**src/rtl/tdc_sched_pkg.sv**
```systemverilog
// Shared widths and bundle types for the TDC conversion scheduler.
// Slots hold {int, frac}; the tag pipe carries {v, ch}.
package tdc_sched_pkg;

    localparam int INT_W  = 10;
    localparam int FRAC_W = 7;
    localparam int RES_W  = 37;
    localparam int CH_W   = 4;

    typedef struct packed {
        logic [INT_W-1:0]  ival;
        logic [FRAC_W-1:0] frac;
    } meas_t;

    typedef struct packed {
        logic            v;
        logic [CH_W-1:0] ch;
    } tag_t;

endpackage

```
**src/rtl/tdc_conv_sched_rr_arbiter.sv**
```systemverilog
// Round-robin arbiter with an internal rotating pointer.
// The search begins at the channel after the last grant.
module rr_arbiter #(
    parameter  int N  = 8,
    localparam int IW = (N > 1) ? $clog2(N) : 1
) (
    input  logic          clk,
    input  logic          rst,
    input  logic [N-1:0]  req,
    input  logic          adv,
    output logic [N-1:0]  gnt,
    output logic [IW-1:0] idx
);

    logic [IW-1:0] ptr;
    logic [IW-1:0] c;
    logic          found;

    always_comb begin
        gnt   = '0;
        idx   = '0;
        found = 1'b0;
        c     = ptr;
        for (int k = 0; k < N; k++) begin
            if (!found && req[c]) begin
                found  = 1'b1;
                gnt[c] = 1'b1;
                idx    = c;
            end
            c = (c == IW'(N - 1)) ? '0 : c + 1'b1;
        end
    end

    always_ff @(posedge clk or negedge rst) begin
        if (!rst) begin
            ptr <= '0;
        end else if (adv && found) begin
            ptr <= (idx == IW'(N - 1)) ? '0 : idx + 1'b1;
        end
    end

endmodule

```
**src/rtl/tdc_conv_sched.sv**
```systemverilog
// Shares one fixed-latency TDC converter among NCH capture channels,
// issuing one conversion per clock and tagging results by channel.
module tdc_conv_sched
    import tdc_sched_pkg::*;
#(
    parameter  int NCH = 8,
    parameter  int LAT = 6,
    localparam int CW  = $clog2(NCH)
) (
    input  logic                    clk,
    input  logic                    rst,
    input  logic [NCH-1:0]          ch_valid,
    input  logic [NCH*INT_W-1:0]    ch_int,
    input  logic [NCH*FRAC_W-1:0]   ch_frac,
    output logic                    mlt_start,
    output logic [INT_W-1:0]        mlt_int,
    output logic [FRAC_W-1:0]       mlt_frac,
    input  logic [RES_W-1:0]        mlt_result,
    input  logic                    mlt_dval,
    output logic                    res_valid,
    output logic [CW-1:0]           res_ch,
    output logic [RES_W-1:0]        res_data,
    output logic [15:0]             drop_cnt,
    output logic [NCH-1:0]          ovr_flag,
    output logic                    tag_err,
    input  logic                    clr
);

    meas_t          slot [NCH];
    logic [NCH-1:0] pend;
    logic [NCH-1:0] gnt;
    logic [NCH-1:0] drop;
    logic [CW-1:0]  gidx;
    logic [CW-1:0]  issue_ch;
    logic           any_req;
    tag_t           tags [LAT];
    tag_t           last;
    logic           hit;
    logic           mismatch;
    logic [4:0]     ndrop;
    logic [16:0]    drop_sum;

    assign any_req = |pend;

    rr_arbiter #(
        .N (NCH)
    ) u_arb (
        .clk (clk),
        .rst (rst),
        .req (pend),
        .adv (any_req),
        .gnt (gnt),
        .idx (gidx)
    );

    // A granted channel may reload in the same cycle without dropping.
    assign drop = ch_valid & pend & ~gnt;

    always_ff @(posedge clk or negedge rst) begin
        if (!rst) begin
            pend <= '0;
            for (int i = 0; i < NCH; i++) begin
                slot[i] <= '0;
            end
        end else begin
            pend <= ch_valid | (pend & ~gnt);
            for (int i = 0; i < NCH; i++) begin
                if (ch_valid[i]) begin
                    slot[i].ival <= ch_int[i*INT_W +: INT_W];
                    slot[i].frac <= ch_frac[i*FRAC_W +: FRAC_W];
                end
            end
        end
    end

    always_ff @(posedge clk or negedge rst) begin
        if (!rst) begin
            mlt_start <= 1'b0;
            mlt_int   <= '0;
            mlt_frac  <= '0;
            issue_ch  <= '0;
        end else begin
            mlt_start <= any_req;
            if (any_req) begin
                mlt_int  <= slot[gidx].ival;
                mlt_frac <= slot[gidx].frac;
                issue_ch <= gidx;
            end
        end
    end

    // Tag stage k lines up with the converter's stage k.
    always_ff @(posedge clk or negedge rst) begin
        if (!rst) begin
            for (int k = 0; k < LAT; k++) begin
                tags[k] <= '0;
            end
        end else begin
            tags[0].v  <= mlt_start;
            tags[0].ch <= CH_W'(issue_ch);
            for (int k = 1; k < LAT; k++) begin
                tags[k] <= tags[k-1];
            end
        end
    end

    assign last     = tags[LAT-1];
    assign hit      = mlt_dval & last.v;
    assign mismatch = mlt_dval ^ last.v;

    always_ff @(posedge clk or negedge rst) begin
        if (!rst) begin
            res_valid <= 1'b0;
            res_ch    <= '0;
            res_data  <= '0;
        end else begin
            res_valid <= hit;
            if (hit) begin
                res_ch   <= last.ch[CW-1:0];
                res_data <= mlt_result;
            end
        end
    end

    always_comb begin
        ndrop = '0;
        for (int i = 0; i < NCH; i++) begin
            ndrop = ndrop + 5'(drop[i]);
        end
        drop_sum = {1'b0, clr ? 16'h0 : drop_cnt} + 17'(ndrop);
    end

    // Clear wins over history but not over events of the same cycle.
    always_ff @(posedge clk or negedge rst) begin
        if (!rst) begin
            drop_cnt <= '0;
            ovr_flag <= '0;
            tag_err  <= 1'b0;
        end else begin
            drop_cnt <= drop_sum[16] ? 16'hFFFF : drop_sum[15:0];
            ovr_flag <= (clr ? '0 : ovr_flag) | drop;
            tag_err  <= (clr ? 1'b0 : tag_err) | mismatch;
        end
    end

endmodule
```
**config.mk**
```make
export PLATFORM = sky130hd
export DESIGN_NAME = tdc_conv_sched
export DESIGN_NICKNAME = d
export VERILOG_FILES = /design/src/rtl/tdc_sched_pkg.sv /design/src/rtl/tdc_conv_sched_rr_arbiter.sv /design/src/rtl/tdc_conv_sched.sv
export SDC_FILE = /design/constraint.sdc
export NUM_CORES = 1
export LEC_CHECK = 0
export CORE_MARGIN = 8
export CORE_UTILIZATION = 30
export DETAILED_ROUTE_END_ITERATION = 10
export HOLD_SLACK_MARGIN = 0.12
export PLACE_DENSITY = 0.61
export SYNTH_ARGS = -nofsm -noshare
export SYNTH_HDL_FRONTEND = slang
export SYNTH_SLANG_ARGS = --single-unit
```
**constraint.sdc**
```tcl
create_clock -name clk -period 9.3 [get_ports clk]
set_input_delay 1.395 -clock clk [delete_from_list [all_inputs] [get_ports clk]]
set_output_delay 1.395 -clock clk [all_outputs]
set_load 0.02 [all_outputs]
```
== After elaboration in Yosys (flattened, before gate mapping) ==
Cells that the tools add are included.
Cells by class
  $add $sub $neg: 16
  divide/modulo/power cells: 0
  shift operators: 0
  reduce and logical (&&, ||, !) cells: 24
  multiplexer cells: 71
  multiply operators: 0
  bitwise gates (word level): 17
  eq/ne operators: 8
  magnitude comparators: 17
Operator list (count)
  8-bit two-way mux: 9
  8-bit bitwise OR: 9
  17-bit binary-select mux with 3-bit select: 1
  3-bit two-way mux: 16
  17-bit two-way mux: 2
  3-bit by 4-bit < comparator with 1-bit output, second input constant: 8
  16-bit two-way mux: 2
  1-bit two-way mux: 25
  3-bit by 1-bit adder with 3-bit output, second input constant: 8
  8-bit bitwise AND: 3
  1-bit binary-select mux with 3-bit select: 8
  1-bit demux with 3-bit select: 8
  3-bit equality test, second input constant: 8
  3-bit by 1-bit greater-or-equal comparator with 1-bit output, second input constant: 8
  16-bit by 5-bit adder with 17-bit output: 1
  1-bit logical AND: 16
  5-bit by 1-bit adder with 5-bit output: 3
  8-bit NOT: 1
  8-bit OR reduction: 1
  1-bit logical NOT: 7
  4-bit by 1-bit adder with 5-bit output: 1
  3-bit by 1-bit adder with 4-bit output: 1
  4-bit greater-or-equal comparator, second input constant: 1
  3-bit NOT with 4-bit output: 1
  other kinds (5): 5
Word-level totals
  output and inout bits: 84
  memories kept: 0
  bits in writable memories: 0
  ROM bits: 0
  latch bits: 0
  bits of input ports: 185
  register bits after elaboration: 258

== Logic depth before layout (Yosys ltp) ==
Gate-level depths: netlist (run 1).
  depth in word-level cells: 35
  mapped depth: 32
  gate-level depth less buffers: 29

== Hierarchy ==
Synthesis (run 1) repeated with hierarchy kept, for this count alone.
Unflattened totals
  cells, all modules: 889
  area, all modules: 12268.0 µm²
By module, submodules not included
  tdc_conv_sched: instances 1, cells an instance 699, area an instance 10657.7 µm²
  rr_arbiter: instances 1, cells an instance 190, area an instance 1610.3 µm²

== Least setup slack after synthesis (run 1) ==
OpenSTA, ideal clock, no wires.
  path type: register -> register
  from: register u_arb.ptr[1]
  to: register drop_cnt[5]
  cell stages (with the launch flop): 33
  slack: 1.592 ns
  library setup time: 0.087 ns
  arrival: 7.621 ns
  buffers on the path: 5
  required time: 9.213 ns
  cells stage by stage: dfrtp_1 ha_1 ha_1 nor2_4 buf_2 buf_1 ha_1 buf_4 mux2_1 a2bb2o_1 o21a_1 and3_1 buf_4 and3_1 a221oi_1 o211ai_1 a21oi_1 nand2_1 fa_1 fa_1 fa_1 fa_1 inv_1 fa_1 a21o_1 a21oi_1 nor2b_1 inv_1 nor2_1 nand4_1 or4_1 clkbuf_1 o211ai_1
Between the ends
  longest elaborated chain between the ends: 35
RTL lines
  start: declaration: RTL line tdc_conv_sched_rr_arbiter.sv:15  | logic [IW-1:0] ptr;
  start signal: assignment: RTL line tdc_conv_sched_rr_arbiter.sv:38  | ptr <= (idx == IW'(N - 1)) ? '0 : idx + 1'b1;
  branches (longest 23 deep; another with 3-bit by 1-bit adder with 3-bit output)
  8-bit two-way mux (*): RTL line tdc_conv_sched_rr_arbiter.sv:25  | if (!found && req[c]) begin
  8-bit NOT (*): RTL line tdc_conv_sched.sv:57  | assign drop = ch_valid & pend & ~gnt;
  8-bit bitwise AND (*): RTL line tdc_conv_sched.sv:57
  1-bit by 1-bit adder with 2-bit output: RTL line tdc_conv_sched.sv:128  | ndrop = ndrop + 5'(drop[i]);
  2-bit by 1-bit adder with 3-bit output: RTL line tdc_conv_sched.sv:128
  3-bit by 1-bit adder with 4-bit output: RTL line tdc_conv_sched.sv:128
  4-bit by 1-bit adder with 5-bit output: RTL line tdc_conv_sched.sv:128
  5-bit by 1-bit adder with 5-bit output (2 in a row): RTL line tdc_conv_sched.sv:128
  5-bit by 1-bit adder with 5-bit output (*): RTL line tdc_conv_sched.sv:128
  16-bit by 5-bit adder with 17-bit output (*): RTL line tdc_conv_sched.sv:130  | drop_sum = {1'b0, clr ? 16'h0 : drop_cnt} + 17'(ndrop);
  16-bit two-way mux (*): RTL line tdc_conv_sched.sv:140  | drop_cnt <= drop_sum[16] ? 16'hFFFF : drop_sum[15:0];
  end signal: assignment: RTL line tdc_conv_sched.sv:140
  end: declaration: RTL line tdc_conv_sched.sv:23  | output logic [15:0] drop_cnt,
Mark *: on every way between the ends. The select of a mux whose other input is x is not followed.
A chain may end at the register's enable or synchronous reset.

== Worst setup path after layout (run 1) ==
  from: register u_arb.ptr[1]
  to: register drop_cnt[3]
The elaborated chain is that of the path after synthesis.

==> summary.md, run 1 <==
The run finished with clean final reports. The synthesis-to-layout area growth is 31.6%, and the y dimension of the die is 224 µm. The final core area utilization came out at 0.399. The starting density of the core was 0.303; the number of max-slew violations in the final report was 0. The core region is 0.0430 mm². The worst min-delay path category is register to register. The startpoint type of the worst setup path was a register. The number of clock sinks was 258; the total number of placement rows was 76. In this run, distinct cell masters in the synthesized netlist total 79. Number of clock buffers inserted by TritonCTS: 30. The total placed instance area was 0.0162 mm²; the combined area of all synthesized cells was 0.0130 mm². Floorplan die width: 224 µm.

The worst setup path is captured at a register. For this design, the CTS-stage hold fixing added 0 buffers. The fill cell instance count of the final layout is 4,226, and the worst vdd rail ir drop is 0.211 mV.

The final worst clock skew is 0.0295 ns. The kind of cell adding the most delay to the critical path was adder cells. For the H-tree depth, the log shows 1.

In this run the power spent charging and discharging nets is 2780 µW. Proportion of power drawn by the clock network: 0.186. In this run the deepest clock path goes through 3 buffers. The logs give 0.00719 µW for the leakage power summed over all cells and 0 for the hold violation total from the final report. The initial antenna violation count is 4. The tools report the number of ports placed on the die boundary as 269. In this run, post-CTS repair resized a total of 0 instances. Summing all non-filler instances in the final layout gives an area of 0.0171 mm². The synthesized design contains 0 enable-type register cells. Clock-pin slew was measured on the worst setup and hold paths at 0.06 ns. In the layout the commonest cells are sky130_fd_sc_hd__clkdlybuf4s50_1 (267), sky130_fd_sc_hd__dfrtp_1 (258), sky130_fd_sc_hd__mux2_2 (143). Setup repair after global routing left no endpoint under its margin. The combined global-route utilization of all metal layers was 0.163; the final critical path time including I/O delays and setup was 8.65 ns. The via count was 10,300; the switching share of power was 0.456.

The fraction of power consumed by sequential logic was 0.249. The setup path with the least slack is of type register to register. Averaged over all synthesized cells, the footprint is 10.8 µm².

The cell at the slowest stage of the critical path is sky130_fd_sc_hd__or4_1. Buffers placed on the I/O ports in this run total 268. The library cell appearing most often on the critical path was sky130_fd_sc_hd__fa_1.

For this design the ratio of total power to cell area is 355 mW/mm². The congestion estimate from routability-driven global placement came to 0.866. The share of cells above drive strength 1 was 0.175. The via count of the first global-routing pass was 10,400. In the final layout, flip-flops and latches occupy 0.00646 mm².

The area enclosed by the die boundary is 0.0503 mm², and the final clock period utilization by the worst path is 0.930. At the pin with the least slew margin, the transition time is 1.04 ns. The run gives 0 as the yosys synthesis warning count. In the synthesized netlist the dominant register cell turns out to be sky130_fd_sc_hd__dfrtp_1. In the final layout, the multi-input gates occupy 0.00590 mm². For the final routed database, the setup TNS stands at 0 ns. In the final design database the tool counted 1,640 nets. Summed over all layers, the routed wires come to 42.7 mm. The detail route stage leaves a number of antenna-violating nets equal to 0. After layout, the design draws a total of 6090 µW.

The number of nets handed over by synthesis was 1,409. After the first detailed-routing iteration, the DRC count stood at 854. TritonCTS built the clock tree. The number of optimization iterations in the first detailed-route pass is 5, and the number of buffers and inverters on the critical path is 3. The run gives 0 as the total congestion overflow. Synthesis inferred 258 register bits. The run gives 0.58 ns as the clock latency on the worst-skew pair. The power share of the combinational group is 0.565, and the largest stage delay on the critical path is 0.75 ns. The proportion of register bits with asynchronous set or reset after synthesis is 1.00, and the maximum fanout count along the critical path is 14. In the routed design, unresolved DRC markers number 0. Timing would allow up to 0.116 GHz. Dividing the detail-routed wire length by the instance count gives 20.9 µm. The tools report the final worst hold slack as 0.343 ns. The library cell used most frequently in the layout, excluding fill and tap cells, is sky130_fd_sc_hd__clkdlybuf4s50_1.

The endpoint arrival time on the critical path was 9.13 ns; the buffers inserted during post-CTS setup optimization was 0. Synthesis handed over a netlist of 1,202 instances. The first global-routing pass estimated 64.9 mm of wire. The routed via count divided by cell count was 5.05; the data required time of the critical path was 9.78 ns.

The headroom to the max-slew limit is 0.305, and the final setup violation count is 0. Cell internal power was estimated by the tool at 3310 µW. The share of the yosys chip area belonging to registers is 0.496. Entering global routing, the biggest net connects 108 pins. Across the run, the number of max-cap violations was 0. Sum of net half-perimeters after detailed placement: 31.3 mm.

The cell sitting at the root of the clock tree is a sky130_fd_sc_hd__clkbuf_16.
==> per-layer routing <==
metal / track usage / up-vias / part of all wire / wire (µm)
li1: - / 4782 / - / -
met1: 0.227 / 5070 / 0.46 / 19600
met2: 0.247 / 385 / 0.44 / 18800
met3: 0.0401 / 65 / 0.068 / 2920
met4: 0.0540 / 2 / 0.029 / 1240
met5: 0 / - / 0.00026 / 11
==> through the flow <==
step                      std cells  setup WS [ns]
after floorplan                1202           1.59
final                          2042          0.649
after detailed placement       1986          0.698
after CTS                      2039          0.661
after global placement         1986          0.882
after global routing           2041         0.0704
==> worst paths after layout <==
| kind | start | to | slack [ns] | cells after the start |
|---|---|---|---|---|
| worst max-delay path | u_arb.ptr[1] | drop_cnt[3] | 0.65 | 28 |
| worst min-delay path | tags[10] | tags[5] | 0.34 | 0 |
| worst max register to register | u_arb.ptr[1] | drop_cnt[3] | 0.65 | 28 |
| worst min register to register | tags[10] | tags[5] | 0.34 | 0 |
| max in group asynchronous | rst | tags[10] | 6.73 | 2 |
| min in group asynchronous | rst | slot[60] | 0.90 | 1 |
==> power by group through the flow <==
stage | Sequential [µW] | Combinational, µW | Clock, µW
6_report | 1520 | 3440 | 1130
5_1_grt | 1540 | 3750 | 1220
4_1_cts | 1510 | 3440 | 1170
3_5_place_dp | 1530 | 3420 | 0
3_3_place_gp | 1530 | 3440 | 0
2_1_floorplan | 1570 | 2360 | 0
==> sequential cells by signal, summed over array words and instances, names as in the netlist, 4 cells and up <==
name and cells:
slot 136, res_data 37, tags 20, drop_cnt 16
mlt_int 10, ovr_flag 8, pend 8, mlt_frac 7
last 4
==> logic make-up after synthesis <==
kind of cell	count (synthesis)	synth area share
buffers and inverters	153	0.0528
AOI/OAI and AO/OA	268	0.141
and+or+nand+nor	313	0.122
muxes	175	0.153
adders and majority gates	22	0.0240
DFF	258	0.496
xor gates and xnor gates	13	0.0108
==> Yosys cell counts, types with 4 or more instances <==
| cell type | n | area, µm² |
|---|---|---|
| sky130_fd_sc_hd__xnor2_1 | 6 | 52.6 |
| sky130_fd_sc_hd__o211ai_1 | 9 | 67.6 |
| sky130_fd_sc_hd__o21bai_1 | 5 | 37.5 |
| sky130_fd_sc_hd__mux4_2 | 5 | 113 |
| sky130_fd_sc_hd__a31o_2 | 4 | 35.0 |
| sky130_fd_sc_hd__buf_1 | 4 | 15.0 |
| sky130_fd_sc_hd__and3_1 | 61 | 382 |
| sky130_fd_sc_hd__a2111oi_2 | 7 | 105 |
| sky130_fd_sc_hd__buf_2 | 20 | 100 |
| sky130_fd_sc_hd__fa_1 | 5 | 100 |
| sky130_fd_sc_hd__and2_1 | 6 | 37.5 |
| sky130_fd_sc_hd__o21ai_0 | 95 | 475 |
| sky130_fd_sc_hd__o22ai_1 | 4 | 25.0 |
| sky130_fd_sc_hd__inv_1 | 61 | 229 |
| sky130_fd_sc_hd__a221oi_1 | 12 | 105 |
| sky130_fd_sc_hd__buf_6 | 9 | 101 |
| sky130_fd_sc_hd__mux2_2 | 143 | 1610 |
| sky130_fd_sc_hd__buf_4 | 4 | 30.0 |
| sky130_fd_sc_hd__o21ai_1 | 13 | 65.1 |
| sky130_fd_sc_hd__dfrtp_1 | 258 | 6460 |
| sky130_fd_sc_hd__a21boi_0 | 14 | 105 |
| sky130_fd_sc_hd__xor2_1 | 5 | 43.8 |
| sky130_fd_sc_hd__a21oi_1 | 53 | 265 |
| sky130_fd_sc_hd__nand2b_1 | 5 | 31.3 |
| sky130_fd_sc_hd__a221oi_2 | 6 | 90.1 |
| sky130_fd_sc_hd__mux2i_1 | 26 | 260 |
| sky130_fd_sc_hd__nor2b_1 | 6 | 37.5 |
| sky130_fd_sc_hd__a2111oi_0 | 9 | 78.8 |
| sky130_fd_sc_hd__nor2_1 | 26 | 97.6 |
| sky130_fd_sc_hd__nand4_1 | 27 | 169 |
| sky130_fd_sc_hd__nand3_1 | 12 | 60.1 |
| sky130_fd_sc_hd__nor3_1 | 27 | 135 |
| sky130_fd_sc_hd__clkbuf_1 | 49 | 184 |
| sky130_fd_sc_hd__a21o_1 | 6 | 45.0 |
| sky130_fd_sc_hd__ha_1 | 17 | 213 |
| sky130_fd_sc_hd__nand2_1 | 120 | 450 |
==> area by class of cell <==
class / count / area share
antenna: 3 / 0.000438
sequential: 258 / 0.377
inverter: 64 / 0.0142
tap: 585 / 0.0427
clock buffer: 42 / 0.0494
timing repair buffer: 288 / 0.166
clock inverter: 11 / 0.00664
multi-input combinational: 791 / 0.344
(Power assumes the default switching activity.)
==> run 2, diff against run 1 <==
--- a/config.mk
+++ b/config.mk
@@ -8,8 +8,11 @@
 export CORE_MARGIN = 8
 export CORE_UTILIZATION = 30
 export DETAILED_ROUTE_END_ITERATION = 10
+export GPL_TIMING_DRIVEN = 0
 export HOLD_SLACK_MARGIN = 0.12
 export PLACE_DENSITY = 0.61
+export SETUP_SLACK_MARGIN = 0.02
+export SLEW_MARGIN = 20
 export SYNTH_ARGS = -nofsm -noshare
 export SYNTH_HDL_FRONTEND = slang
 export SYNTH_SLANG_ARGS = --single-unit
==> run 2 against run 1 <==
Compared with the run above: sequential cell count stayed put; highest routed layer unchanged; clock-buffer cell count shrank 2; first-iteration DRC count decreased by 10%; critical path depth is 3 higher; core utilization up 0.99 points; sequential power barely moved; via count grew 3.0%; critical path type unchanged; wire length rose by 1.3%; combinational power increased by 4%.
==> summary.md, run 2 (synthesis results as in run 1) <==
Setup repair after global routing left no endpoint under its margin. The cell depth of the worst hold path is 0 (unchanged). The setup TNS after final layout was 0 ns (unchanged).

In the layout the commonest cells are sky130_fd_sc_hd__clkdlybuf4s50_1 (260), sky130_fd_sc_hd__dfrtp_1 (258), sky130_fd_sc_hd__mux2_2 (143). Number of clock sinks: 258 (unchanged). The H-tree depth is 1 (unchanged), and the number of clock buffers inserted by TritonCTS is 30 (unchanged).

The sum of net half-perimeters after detailed placement came out at 33.9 mm (+8.2%). The cell count of the worst reg-to-reg path was 31 (+11%). In this design, the largest share of critical-path delay is due to adder cells. For the register-to-register path setup slack, the log shows 0.44 ns (-0.21 ns). The endpoint arrival time on the critical path was 9.34 ns (+0.21 ns). The worst min-delay path category was register to register.

DRC violation count after routing: 0 (unchanged). The run gives 4,185 (-0.97%) as the fill cell instance count of the final layout. The tools report the starting density of the core as 0.303 (unchanged). The tools report the register area as 0.00646 mm² (unchanged).

The headroom to the max-slew limit came out at 0.425 (+0.120). The start-to-end type of the worst setup path is register to register. The register with the highest flop count is slot. Number of optimization iterations in the first detailed-route pass: 5 (unchanged). In the final layout, the registers with the most flip-flops are slot: 136 flops, res_data: 37 flops, tags: 20 flops.

The logs give 2800 µW (+0.64%) for the net switching power figure and 0.208 mV (-1.3%) for the worst vdd rail ir drop. The antenna violation net count after detailed routing is 0 (unchanged), and the number of flip-flops under the largest register name is 136 (unchanged). Clock-pin slew of the registers on the worst-case setup and hold paths: 0.06 ns (about the same). The run finished with clean final reports.

STA classifies the critical path endpoint as a register. The max capacitance violation total came out at 0 (unchanged). The synthesis-to-layout area growth works out to 34.9%. The run gives 0 (unchanged) as the hold violation total from the final report. The via count of the first global-routing pass was 10,800 (+4.1%). The tools report the fraction of power consumed by sequential logic as 0.236 (-0.013). The buffer depth of the longest clock path was 3 (unchanged); the area enclosed by the die boundary was 0.0503 mm² (unchanged). TritonCTS built the clock tree.

Routed via count divided by cell count: 5.03 (-0.25%). The run gives 76 (unchanged) as the total number of placement rows. The run gives 768 (-10%) as the iteration-0 DRC count of the detailed router. The clock tree root driver cell is sky130_fd_sc_hd__clkbuf_16. For the area used by multi-input combinational logic, the log shows 0.00588 mm² (-0.28%).

The library cell used most frequently in the layout, excluding fill and tap cells, is sky130_fd_sc_hd__clkdlybuf4s50_1. The worst setup margin was 0.442 ns (-0.207 ns). The number of nets in the layout was 1,705 (+4.0%); the leakage power summed over all cells was 0.00739 µW (+2.8%). The final worst clock skew came out at 0.0290 ns (-0.000451 ns).

The library cell appearing most often on the critical path is sky130_fd_sc_hd__fa_1. For the total core area, the log shows 0.0430 mm² (unchanged). The worst slack at placement is 0.217 ns (-0.482 ns), and the total power draw is 6390 µW (+5.0%). The total power per unit cell area is 364 mW/mm² (+2.4%), and the number of port buffers is 261 (-2.6%). The tools report the data required time of the critical path as 9.78 ns (about the same).

The maximum fanout count along the critical path is 10 (-4), and the final core area utilization is 0.409 (+0.00993). The total wire length after detailed routing is 43.2 mm (+1.3%), and the final clock period utilization by the worst path is 0.952 (+0.0223). The slew at the pin closest to its max-slew limit is 0.839 ns (-0.204 ns), and the share of cells above drive strength 1 is 0.186 (+0.0112).

Final critical path time including I/O delays and setup: 8.86 ns (+0.207 ns). The largest stage delay on the critical path is 0.63 ns (-0.12 ns). The tools report the initial antenna violation count as 3 (-1). The run gives 0.113 GHz (-2.3%) as the highest clock frequency the design can meet. The number of ports placed on the die boundary was 269 (unchanged).

Number of buffers and inverters on the critical path: 7 (+4). The internal power component came out at 3590 µW (+8.6%). The cell at the slowest stage of the critical path is sky130_fd_sc_hd__or4_1.

The y dimension of the die was 224 µm (unchanged). The power share of the combinational group is 0.562 (-0.003), and the average routed wire per standard cell is 20.5 µm (-2.0%). The cell count along the critical path was 31 (+11%); the proportion of power drawn by the clock network was 0.202 (+0.016). The logs give 99 (-8.3%) for the pin count of the biggest net entering global routing and 0.59 ns (about the same) for the clock latency on the worst-skew pair. STA classifies the critical path startpoint as a register. The combined global-route utilization of all metal layers is 0.166 (+0.00263).

Number of max-slew violations in the final report: 0 (unchanged). The floorplan die width was 224 µm (unchanged); the final weighted congestion of routability-driven global placement was 0.888 (+2.6%). The final setup violation count was 0 (unchanged); the via count was 10,600 (+3.0%). The first-pass GRT wire length was 65.6 mm (+1.2%); the switching share of power was 0.438 (-0.0188).

The total congestion overflow came out at 0 (unchanged).
run 2: cell count changes in the layout (fill, tap and decap cells not counted), moves of 6 or more:
cell / change
sky130_fd_sc_hd__buf_4: -15
sky130_fd_sc_hd__clkdlybuf4s50_1: -7
sky130_fd_sc_hd__clkbuf_1: +42
sky130_fd_sc_hd__buf_2: +20
sky130_fd_sc_hd__clkbuf_2: +6
sky130_fd_sc_hd__buf_6: +9
run 2: power groups by stage:
stage,sequential (µW),clock (µW),combinational [µW]
final,1510,1290,3590
after detailed placement,1520,0,3540
after global routing,1520,1370,3900
after global placement,1520,0,3500
after floorplan,1570,0,2360
after CTS,1500,1330,3560
run 2: metrics by stage:
stage | instance area, µm² | hold WS [ns] | std cells
floorplan | 13000 | 0.331 | 1202
global placement | 16400 | 0.335 | 2048
detailed placement | 16400 | 0.336 | 2050
CTS | 17500 | 0.349 | 2106
global route | 17600 | 0.355 | 2109
finish | 17600 | 0.346 | 2109
run 2: layer usage:
metal  up-vias  global-route usage  share of wire
met2       391               0.267           0.45
met1      5239               0.218           0.45
met5         -                   0        0.00030
li1       4908                   -              -
met4         2              0.0631          0.034
met3        76              0.0341          0.067
run 2: worst paths after layout:
path / end / from
max in group asynchronous: slot[26] / rst
worst max-delay path: drop_cnt[11] / u_arb.ptr[1]
worst max register to register: drop_cnt[11] / u_arb.ptr[1]
worst min register to register: tags[11] / tags[16]
min in group asynchronous: res_data[28] / rst
worst min-delay path: tags[11] / tags[16]
run 2: final cells by class:
cell class / count / share of cell area
clock buffer: 40 / 0.0494
multi-input combinational: 791 / 0.335
inverter: 64 / 0.0138
sequential: 258 / 0.368
buffer: 89 / 0.0256
antenna: 2 / 0.000285
clock inverter: 16 / 0.0140
tap: 585 / 0.0417
timing repair buffer: 264 / 0.153
run 2: worst reg2reg max path: cells and delay by family (launching register included):
kind / cells / cell delay (ns)
DFF: 1 / 0.45
and+or+nand+nor: 8 / 2.09
AOI/OAI and AO/OA: 6 / 1.33
muxes: 2 / 0.59
adders and majority gates: 8 / 2.96
buffers and inverters: 7 / 1.32
run 2: timing repair:
action	in CTS	in global routing
hold buffers	0	0
gates resized for setup	0	6
hold endpoints to repair	0	0
setup endpoints to repair	0	12
buffers inserted	0	1
